--- src/rtl/arbiter_rn_4ph.sv ---
// arbiter_rn_4ph
// ---------------------------------------------------------------------------
// Clocked N-port four-phase arbiter/merge. Client 4-phase handshakes on
// r/a are forwarded one at a time to a shared downstream channel r0/a0.
// Arbitration is round-robin (RR=1) or fixed priority with port 0 highest
// (RR=0). Protocol violations set a sticky err flag.
//
// Optional feature: define ARBITER_RN_4PH_SYNC_EN to pass r and a0 through
// 2-flop synchronizers. This adds 2 cycles to every input-to-output latency.
//
// Ports:
//   clk      in   clock, rising edge
//   rst      in   synchronous active-high reset
//   r[N]     in   client requests
//   a[N]     out  client acknowledges, one-hot or zero
//   r0       out  shared downstream request
//   a0       in   shared downstream acknowledge
//   gnt_idx  out  index of the granted port, valid while busy=1
//   busy     out  high from grant until the handshake returns to zero
//   err      out  sticky protocol-error flag
// ---------------------------------------------------------------------------
module arbiter_rn_4ph #(
    parameter int N  = 4,
    parameter bit RR = 1'b1,
    localparam int GW = (N > 1) ? $clog2(N) : 1
) (
    input  logic          clk,
    input  logic          rst,
    input  logic [N-1:0]  r,
    output logic [N-1:0]  a,
    output logic          r0,
    input  logic          a0,
    output logic [GW-1:0] gnt_idx,
    output logic          busy,
    output logic          err
);

    localparam logic [1:0] S_IDLE = 2'd0;
    localparam logic [1:0] S_REQ  = 2'd1;
    localparam logic [1:0] S_ACK  = 2'd2;
    localparam logic [1:0] S_RTZ  = 2'd3;

    logic [1:0]    state;
    logic [GW-1:0] ptr;
    logic [GW-1:0] ptr_next;
    logic [GW-1:0] win;
    logic [GW-1:0] idx;
    logic          found;
    // Set on the way out of RTZ so that IDLE always lasts one full cycle
    // before the next grant.
    logic          cool;

    logic [N-1:0]  r_s;
    logic          a0_s;

`ifdef ARBITER_RN_4PH_SYNC_EN
    logic [N-1:0]  r_m;
    logic          a0_m;

    // Two-flop synchronizers for clients living in another clock domain.
    always_ff @(posedge clk) begin
        if (rst) begin
            r_m  <= '0;
            r_s  <= '0;
            a0_m <= 1'b0;
            a0_s <= 1'b0;
        end else begin
            r_m  <= r;
            r_s  <= r_m;
            a0_m <= a0;
            a0_s <= a0_m;
        end
    end
`else
    assign r_s  = r;
    assign a0_s = a0;
`endif

    // Winner search: scan from the pointer (round-robin) or from port 0
    // (fixed priority); the first requester found wins.
    always_comb begin
        win   = '0;
        found = 1'b0;
        idx   = '0;
        for (int k = 0; k < N; k++) begin
            if (RR) begin
                idx = GW'((int'(ptr) + k) % N);
            end else begin
                idx = GW'(k);
            end
            if (!found && r_s[idx]) begin
                found = 1'b1;
                win   = idx;
            end
        end
    end

    assign ptr_next = (gnt_idx == GW'(N - 1)) ? '0 : gnt_idx + 1'b1;

    // Handshake FSM. Errors only raise err; they never divert the path.
    always_ff @(posedge clk) begin
        if (rst) begin
            state   <= S_IDLE;
            a       <= '0;
            r0      <= 1'b0;
            gnt_idx <= '0;
            busy    <= 1'b0;
            err     <= 1'b0;
            ptr     <= '0;
            cool    <= 1'b0;
        end else begin
            case (state)
                S_IDLE: begin
                    if (a0_s) begin
                        err <= 1'b1;
                    end
                    if (cool) begin
                        cool <= 1'b0;
                    end else if (found) begin
                        gnt_idx <= win;
                        busy    <= 1'b1;
                        r0      <= 1'b1;
                        state   <= S_REQ;
                    end
                end
                S_REQ: begin
                    if (!r_s[gnt_idx]) begin
                        err <= 1'b1;
                    end
                    if (a0_s) begin
                        a[gnt_idx] <= 1'b1;
                        state      <= S_ACK;
                    end
                end
                S_ACK: begin
                    if (!a0_s) begin
                        err <= 1'b1;
                    end
                    if (!r_s[gnt_idx]) begin
                        r0    <= 1'b0;
                        state <= S_RTZ;
                    end
                end
                default: begin
                    if (!a0_s) begin
                        a     <= '0;
                        busy  <= 1'b0;
                        cool  <= 1'b1;
                        state <= S_IDLE;
                        if (RR) begin
                            ptr <= ptr_next;
                        end
                    end
                end
            endcase
        end
    end

endmodule
--- config.mk ---
export PLATFORM = sky130hd
export DESIGN_NAME = arbiter_rn_4ph
export DESIGN_NICKNAME = d
export VERILOG_FILES = /design/src/rtl/arbiter_rn_4ph.sv
export SDC_FILE = /design/constraint.sdc
export NUM_CORES = 1
export LEC_CHECK = 0
export CORE_ASPECT_RATIO = 1.2
export CORE_MARGIN = 8
export CORE_UTILIZATION = 54
export CTS_CLUSTER_SIZE = 24
export DETAILED_ROUTE_END_ITERATION = 8
export GPL_ROUTABILITY_DRIVEN = 0
export PLACE_DENSITY = 0.82
export SLEW_MARGIN = 20
export SYNTH_ARGS = -nofsm -noshare
export SYNTH_HDL_FRONTEND = slang
export SYNTH_SLANG_ARGS = --single-unit
--- constraint.sdc ---
create_clock -name clk -period 3.5 [get_ports clk]
set_input_delay 0.525 -clock clk [delete_from_list [all_inputs] [get_ports clk]]
set_output_delay 0.525 -clock clk [all_outputs]
set_load 0.03 [all_outputs]
* After elaboration in Yosys (flattened, before gate mapping)
Index checks and enable logic that the tools add are counted.
W data, S select, Z words.
** Cells by class
- Add/subtract/negate cells :: 4
- $lt $le $gt $ge :: 6
- Equal/unequal tests :: 13
- Mux-type cells :: 41
- Bitwise logic cells :: 6
- Reduce and logical (&&, ||, !) cells :: 21
** Operator list (count)
- $mux W2 :: 10
- $mux W1 :: 17
- $lt A2 B3 Y1 const B :: 5
- $ne A2 B2 Y1 const B :: 7
- $reduce_and A4 Y1 :: 3
- $bmux W1 S2 :: 5
- $mux W4 :: 2
- $pmux W4 S2 :: 1
- $pmux W1 S2 :: 3
- $pmux W2 S3 :: 1
- $reduce_and A3 Y1 :: 2
- $not A1 Y1 :: 5
- $reduce_and A5 Y1 :: 1
- $add A2 B1 Y2 const B :: 2
- $add A2 B2 Y2 const B :: 2
- $eq A2 B2 Y1 const B :: 2
- $logic_and A1 B1 Y1 :: 4
- $ne A2 B1 Y1 const B :: 2
- $ne A4 B1 Y1 const B :: 1
- $or A4 B4 Y4 :: 1
- $reduce_and A2 Y1 :: 2
- $reduce_or A2 Y1 :: 2
- $logic_not A1 Y1 :: 3
- $pmux W1 S3 :: 1
- other kinds (7) :: 7
** Word-level totals
- Bits in registers :: 14
- Input port bits :: 7
- Output and inout bits :: 9
- Word-level logic and storage cells :: 99

* Logic depth before layout (Yosys ltp)
Gate-level depths: netlist of the first run.
- Word-level depth :: 15
- Depth in mapped cells :: 7
- Gate-level depth less buffers :: 7

* Worst setup path before layout of the first run
No wires, ideal clock.
- Kind :: register to register
- Start point :: register gnt_idx[0]
- End point :: register state[1]
- Library setup time :: 0.087 ns
- Arrival :: 1.796 ns
- Data required time :: 3.413 ns
- Setup slack :: 1.617 ns
- Cell stages (with the launch flop) :: 5
- Buffers on the path :: 0
- Clock period less this slack :: 1.883 ns
- Path through :: dfxtp_1 mux2_4 a32o_2 or4_1 o31ai_1
** On the way
- Cells in the longest elaborated chain, start to end :: 4
** Ends and longest elaborated chain
- from (decl) :: line 33 : output logic [GW-1:0] gnt_idx,
- from (signal assigned) :: line 120 : gnt_idx <= win;
- $bmux W1 S2 :: line 139 : if (!r_s[gnt_idx]) begin
- $mux W1 (implied by the code) :: line 139
- $ne A2 B2 Y1 (no source line)
- $reduce_and A5 Y1 (no source line)
- to (signal assigned) :: line 132 : state <= S_ACK;
- to (signal assigned) :: line 141 : state <= S_RTZ;
- to (signal assigned) :: line 149 : state <= S_IDLE;
- to (decl) :: line 43 : logic [1:0] state;
Every way passes these cells. The select of a mux whose other input is x is not followed.
A chain may end at the register's enable or synchronous reset.

* Worst setup path after layout of the first run
- Start point :: register gnt_idx[0]
- End point :: output gnt_idx[0]
No word-level cell between the ends.

==> results.cfg, run 1 <==
[synthesis]
async_reset_ff_share_pct = 0
ys_ff_latch = 14
syn-cell-area_um2 = 851
synth_flop_cell = dfxtp_1
syn_nets = 114
yosysWarnings = 0
ys_types = 32
syn_avg_cell_area_um2 = 8.68
postSynthCellCount = 98
synth_edf_count = 0
seq_area_frac_synth_pct = 32.9

[timing]
worst_pin_slew_ns = 0.506
skew_ns = 0.00148
slew_headroom_pct = 65.8
fin_crit_sh_pct = 59.1
min_period_ns = 2.07
tns_ns = 0
setup_viol = 0
final_max_slew_viol_count = 0
hold_ws_ns = 0.486
grt_setup_unrepaired = no
hold_viol_final = 0
fmax_mhz = 484

[route]
wire_per_inst_um = 15.8
ant_nets = 0
drtIter0Drc = 16
vias = 799
postRouteWirelength_um = 2070
drc_errors = 0
post_drt_via_cell_ratio = 6.10
drtPass1Iterations = 4

[clock_tree]
cts_tree = yes
cts_root_buffer = clkbuf_4
cts_buffers = 3
max-clock-path-buffers = 2
clock_latency_ns = 0.28
clk_pin_slew_ns = 0.08
cts_resized = 0
ctsHoldBuffers = 0
htree_num_levels = 1
clock_sinks = 14
cts_setup_buffers = 0

[flow_run]
maxCapViolCount = 0

[global_route]
antenna_found_initial = 0
grt_pass1_vias = 880
grt.total_usage_pct = 14.4
grt_overflow = 0
grt_pass1_wl_um = 3480
grt_start_max_net_pins = 15

[die]
rows = 15
die_h_um = 59.5
design.die.area_um2 = 3110
die_w_um = 52.2
coreArea_um2 = 1460
initial_core_util_pct = 58.1
ios = 16

[setup_path]
cp-end-kind = primary output
cp_max_fo = 8
max_stage_delay_ns = 0.74
crit_buf_inv = 1
crit_chain = clkdlybuf4s50_1
crit_required_ns = 2.97
critical_path_class = reg2out
worstPathArrival_ns = 1.54
path_delay_family = buffers and inverters
cp-start-kind = flop
cp_slowest_cell = clkdlybuf4s50_1

[cells_and_area]
syn2layout_area_growth_pct = 21.9
drive_gt1_share_pct = 6.14
fin_util_pct = 70.9
n_antenna_cell = 0
fillers = 119
layout.nets = 132

[outcome]
status = complete, no violations

[power_and_ir_drop]
irDropWorstVdd_uv = 372
p_leak_nw = 0.408
p_per_area_nw_per_um2 = 708

[worst_hold_path]
hold_class = reg2reg

[placed_design]
port_buffers = 15
dp_hpwl_um = 1580
## power by group
group	total (W)	switching [W]	internal [W]
Clock	0.0000914	0.0000514	0.0000400
Sequential	0.000236	0.0000361	0.000200
Combinational	0.000407	0.000239	0.000169
## final cells by class
| type | instances | area, um2 | share of cell area [%] |
|---|---|---|---|
| inverter | 9 | 33.8 | 3.26 |
| tap | 17 | 21.3 | 2.05 |
| sequential | 14 | 280 | 27.0 |
| clock buffer | 3 | 22.5 | 2.17 |
| multi-input combinational | 73 | 529 | 51.0 |
| timing repair buffer | 15 | 150 | 14.5 |
## cell usage in the layout (no fill, tap or decap), drive strengths merged
cell type,n
o21a,1
mux2i,3
nor2b,2
and3,1
o21bai,1
o2111ai,1
o31ai,4
mux4,1
or4,3
a32o,1
nor3,3
clkdlybuf4s50,15
nand3,2
a21o,1
o221ai,1
or3,1
dfxtp,14
o21ai,1
inv,9
a31oi,5
nand2,3
clkbuf,3
ha,9
o41ai,1
nor2,14
a21oi,7
nor4,1
or2b,1
mux2,2
nand2b,1
a211oi,1
o211ai,1
## logic make-up after synthesis
family	share of synthesized area (%)
flip-flops	32.9
buffers and inverters	4.85
adder cells (fa/ha/maj)	13.2
multiplexers	9.71
AND/OR/NAND/NOR	18.5
AO/OA/AOI/OAI	20.7
## registers in the layout (all words and copies together), names as in the netlist
name / flops
err: 1
r0: 1
a: 4
state: 2
busy: 1
ptr: 2
gnt_idx: 2
cool: 1
## path summary, 6_finish.rpt
check	start	depth (start not counted)	end	slack [ns]
max	gnt_idx[0]	1	gnt_idx[0]	1.43
min	busy	2	busy	0.49
max reg2reg	state[0]	6	state[0]	1.58
min reg2reg	busy	2	busy	0.49
## per-layer routing
metal	wire [um]	up-vias	share of wire, %	track usage (%)
met2	1040	23	50	25.9
li1	-	392	-	-
met5	0	-	0	0
met4	63	0	3.0	10.0
met3	102	7	4.9	3.27
met1	865	377	42	13.7
## cells in the mapped netlist, drive strengths merged (2+ instances only)
library cell | count | area share, %
a21oi | 7 | 4.1
a31oi | 5 | 3.7
clkbuf | 2 | 0.88
dfxtp | 14 | 33
ha | 9 | 13
inv | 9 | 4.0
mux2 | 2 | 3.1
mux2i | 3 | 3.5
nand2 | 3 | 1.3
nand3 | 2 | 1.2
nor2 | 14 | 6.2
nor2b | 2 | 1.5
nor3 | 3 | 1.8
o31ai | 4 | 3.5
or4 | 3 | 2.6
## through the flow
step / setup slack, ns / power [W] / std cells / area (um2)
floorplan: 1.62 / 0.000514 / 98 / 851
global placement: 1.22 / 0.000625 / 128 / 1010
detailed placement: 1.16 / 0.000642 / 128 / 1010
CTS: 1.43 / 0.000733 / 131 / 1040
global route: 1.35 / 0.000786 / 131 / 1040
finish: 1.43 / 0.000734 / 131 / 1040
Power figures use the tool's default switching activity.
==> run 2: changes to the inputs <==
CORE_UTILIZATION = 50   (was 54)
PLACE_DENSITY = 0.77   (was 0.82)
clock period = 2.2 ns   (was 3.5 ns; I/O delays follow)
==> run 2 against run 1 <==
Combinational power increased by 57%. Clock power grew 110%. Non-clock buffer count rose by 3. Critical path type unchanged. Critical endpoint unchanged. Largest power group unchanged. Highest routed layer unchanged.
==> results.cfg, run 2 (synthesis results as in run 1) <==
[outcome]
status = complete, no violations

[clock_tree]
clock_latency_ns = 0.29
cts_root_buffer = clkbuf_4
cts_buffers = 3
clock_sinks = 14
htree_num_levels = 1
ctsHoldBuffers = 0
cts_setup_buffers = 0
clk_pin_slew_ns = 0.09
cts_resized = 0
cts_tree = yes
max-clock-path-buffers = 2

[cells_and_area]
drive_gt1_share_pct = 9.32
largest_reg_flops = 4
final_common_cell = clkdlybuf4s50_1
fillers = 147
layout.nets = 135
syn2layout_area_growth_pct = 26.3
n_antenna_cell = 0
layout_common_cells = 15 x clkdlybuf4s50_1, 14 x nor2_1, 14 x dfxtp_1
top_register = a

[setup_path]
worstPathArrival_ns = 1.60
reg2reg_depth = 6
critical_path_class = reg2out
cp_slowest_cell = clkdlybuf4s50_1
cp-endpoint = gnt_idx[0]
crit_required_ns = 1.87
path_delay_family = buffers and inverters
max_stage_delay_ns = 0.75
cp_max_fo = 8
crit_buf_inv = 1
cp-start-kind = flop
r2r_end = state[0]
regToRegStartpoint = state[1]
crit_start = gnt_idx[0]
r2r_slack_ns = 0.34
path_depth = 1
cp-end-kind = primary output
crit_chain = clkdlybuf4s50_1

[timing]
worst_slack_ns = 0.270
hold_ws_ns = 0.475
min_period_ns = 1.93
grt_setup_unrepaired = no
fin_crit_sh_pct = 87.7
final_max_slew_viol_count = 0
setup_viol = 0
tns_ns = 0
fmax_mhz = 518
worst_pin_slew_ns = 0.498
slew_headroom_pct = 66.4
hold_viol_final = 0
skew_ns = 0.00639

[placed_design]
dp_hpwl_um = 1670
place_ws_ns = 0.118
port_buffers = 15

[power_and_ir_drop]
p_per_area_nw_per_um2 = 1120
p_leak_nw = 0.429
irDropWorstVdd_uv = 597

[flow_run]
maxCapViolCount = 0

[route]
wire_per_inst_um = 15.1
vias = 817
postRouteWirelength_um = 2060
drtPass1Iterations = 4
post_drt_via_cell_ratio = 6.01
drc_errors = 0
ant_nets = 0
drtIter0Drc = 18

[global_route]
grt_overflow = 0
grt_pass1_wl_um = 3580
antenna_found_initial = 0
grt.total_usage_pct = 14.4
grt_start_max_net_pins = 11
grt_pass1_vias = 822

[die]
ios = 16
die_w_um = 53.7
initial_core_util_pct = 52.5
coreArea_um2 = 1620
design.die.area_um2 = 3280
rows = 16
die_h_um = 61.2

[worst_hold_path]
hold_depth = 2
hold_class = reg2reg
## run 2: cell count changes in the layout (fill, tap and decap cells not counted)
cell,change
buf_4,+3
clkbuf_8,+1
## run 2: final cells by class
cell class | instances | area (um2) | area share [%]
clock buffers | 4 | 36.3 | 3.38
inverters | 9 | 33.8 | 3.14
multi-input cells | 73 | 529 | 49.2
flip-flops and latches | 14 | 280 | 26.1
well taps | 18 | 22.5 | 2.10
repair buffers | 18 | 173 | 16.1
## run 2: worst min path at each step
| stage | startpoint | endpoint | slack, ns |
|---|---|---|---|
| floorplan | cool | cool | 0.50 |
| global placement | a[3] | a[3] | 0.45 |
| finish | busy | busy | 0.47 |
| detailed placement | busy | busy | 0.46 |
| global route | busy | busy | 0.51 |
| CTS | busy | busy | 0.48 |
## run 2: per-layer routing
metal,track usage (%),up-vias,routed length (um)
met5,0,-,0
met4,6.14,0,36
met3,2.42,4,58
met2,26.2,18,1090
met1,16.0,397,872
li1,-,398,-
## run 2: where the power goes
group,internal [W],switching [W]
clock,0.000101,0.0000883
sequential,0.000317,0.0000567
combinational,0.000271,0.000368
## run 2: stage by stage
stage / area [um2] / cells / total power (W) / utilization, %
after floorplan: 851 / 98 / 0.000818 / -
final: 1070 / 136 / 0.00120 / 66.3
after CTS: 1070 / 136 / 0.00120 / 66.3
after global routing: 1070 / 136 / 0.00129 / 66.3
after global placement: 1040 / 132 / 0.000998 / 64.0
after detailed placement: 1040 / 132 / 0.00101 / 64.0
==> run 3: changes to the inputs <==
CORE_MARGIN = 10   (was 8)
==> run 3 against run 2 <==
Total power grew 0.23%. Sequential cell count is the same. Hold slack better by 0.00071 ns. Utilization stayed put. First-iteration DRC count is 89% higher. Register-to-register slack about the same. Global-route usage shrank 3.2 points. Final area is the same. Non-clock buffer count is the same.
==> results.cfg, run 3 (synthesis results as in run 1) <==
[timing]
skew_ns = 0.00717
fin_crit_sh_pct = 86.9
worst_pin_slew_ns = 0.518
final_max_slew_viol_count = 0
slew_headroom_pct = 65.0
grt_setup_unrepaired = no
tns_ns = 0
fmax_mhz = 523
hold_viol_final = 0
setup_viol = 0
min_period_ns = 1.91

[die]
coreArea_um2 = 1620
design.die.area_um2 = 3760
initial_core_util_pct = 52.5
die_h_um = 65.2
die_w_um = 57.7
ios = 16
rows = 16

[cells_and_area]
syn2layout_area_growth_pct = 26.3
ff_latch_area_um2 = 280
fin_util_pct = 66.3
largest_reg_flops = 4
top_register = a
fillers = 146
final_common_cell = clkdlybuf4s50_1
drive_gt1_share_pct = 9.32
layout_common_cells = 15 x clkdlybuf4s50_1, 14 x nor2_1, 14 x dfxtp_1
layout.nets = 135
n_antenna_cell = 0
multi_input_area_um2 = 529
stdcell_area_um2 = 1070

[clock_tree]
clock_sinks = 14
cts_resized = 0
ctsHoldBuffers = 0
htree_num_levels = 1
clk_pin_slew_ns = 0.09
clock_latency_ns = 0.29
cts_tree = yes
cts_buffers = 3
cts_setup_buffers = 0
cts_root_buffer = clkbuf_4
max-clock-path-buffers = 2

[global_route]
grt.total_usage_pct = 11.2
grt_start_max_net_pins = 11
grt_pass1_vias = 793
antenna_found_initial = 0
grt_pass1_wl_um = 3400
grt_overflow = 0

[route]
drtPass1Iterations = 4
ant_nets = 0
dr_wl_met2_um = 1100
wire_per_inst_um = 15.3
postRouteWirelength_um = 2090
vias = 804
met3_length_um = 82
drt-met1-wl_um = 875
drc_errors = 0
drtIter0Drc = 34
post_drt_via_cell_ratio = 5.91
top_layer_used = met4

[placed_design]
place_area_um2 = 1040
port_buffers = 15
dp_hpwl_um = 1710

[setup_path]
critical_path_class = reg2out
cp-end-kind = primary output
cp-start-kind = flop
crit_chain = clkdlybuf4s50_1
crit_required_ns = 1.87
cp_slowest_cell = clkdlybuf4s50_1
max_stage_delay_ns = 0.75
path_delay_family = buffers and inverters
worstPathArrival_ns = 1.58
crit_buf_inv = 1
cp_max_fo = 8

[power_and_ir_drop]
p_per_area_nw_per_um2 = 1120
p_leak_nw = 0.429
power_w = 0.00120
irDropWorstVdd_uv = 561

[worst_hold_path]
hold_class = reg2reg

[flow_run]
maxCapViolCount = 0

[outcome]
status = complete, no violations
-- run 3: cell counts in the layout (fill, tap and decap cells not counted) --
No cell type changed its count.
-- run 3: cell type report --
cell class / instances / area share, %
multi-input cells: 73 / 49.2
inverters: 9 / 3.14
repair buffers: 18 / 16.1
well taps: 18 / 2.10
flip-flops and latches: 14 / 26.1
clock buffers: 4 / 3.38
-- run 3: through the flow --
| stage | worst slack, ns | hold slack, ns | std cells |
|---|---|---|---|
| finish | 0.289 | 0.475 | 136 |
| global route | 0.187 | 0.495 | 136 |
| CTS | 0.280 | 0.478 | 136 |
| detailed placement | 0.0999 | 0.465 | 132 |
| global placement | 0.157 | 0.451 | 132 |
| floorplan | 0.317 | 0.501 | 98 |
-- run 3: final timing paths --
path / startpoint / endpoint / slack (ns) / cells past startpoint
setup / recovery: gnt_idx[0] / gnt_idx[0] / 0.29 / 1
hold / removal: busy / busy / 0.48 / 2
setup reg to reg: state[0] / state[0] / 0.35 / 6
hold reg to reg: busy / busy / 0.48 / 2
-- run 3: routing by layer --
layer / GRT usage [%] / vias to the layer above
met5: 0 / -
met1: 10.6 / 383
met3: 2.69 / 4
met2: 21.6 / 15
li1: - / 402
met4: 5.29 / 0
-- run 3: report_power, final --
part / switching (W) / internal [W]
Sequential: 0.0000558 / 0.000317
Combinational: 0.000370 / 0.000271
Clock: 0.0000892 / 0.000101
Total: 0.000515 / 0.000690
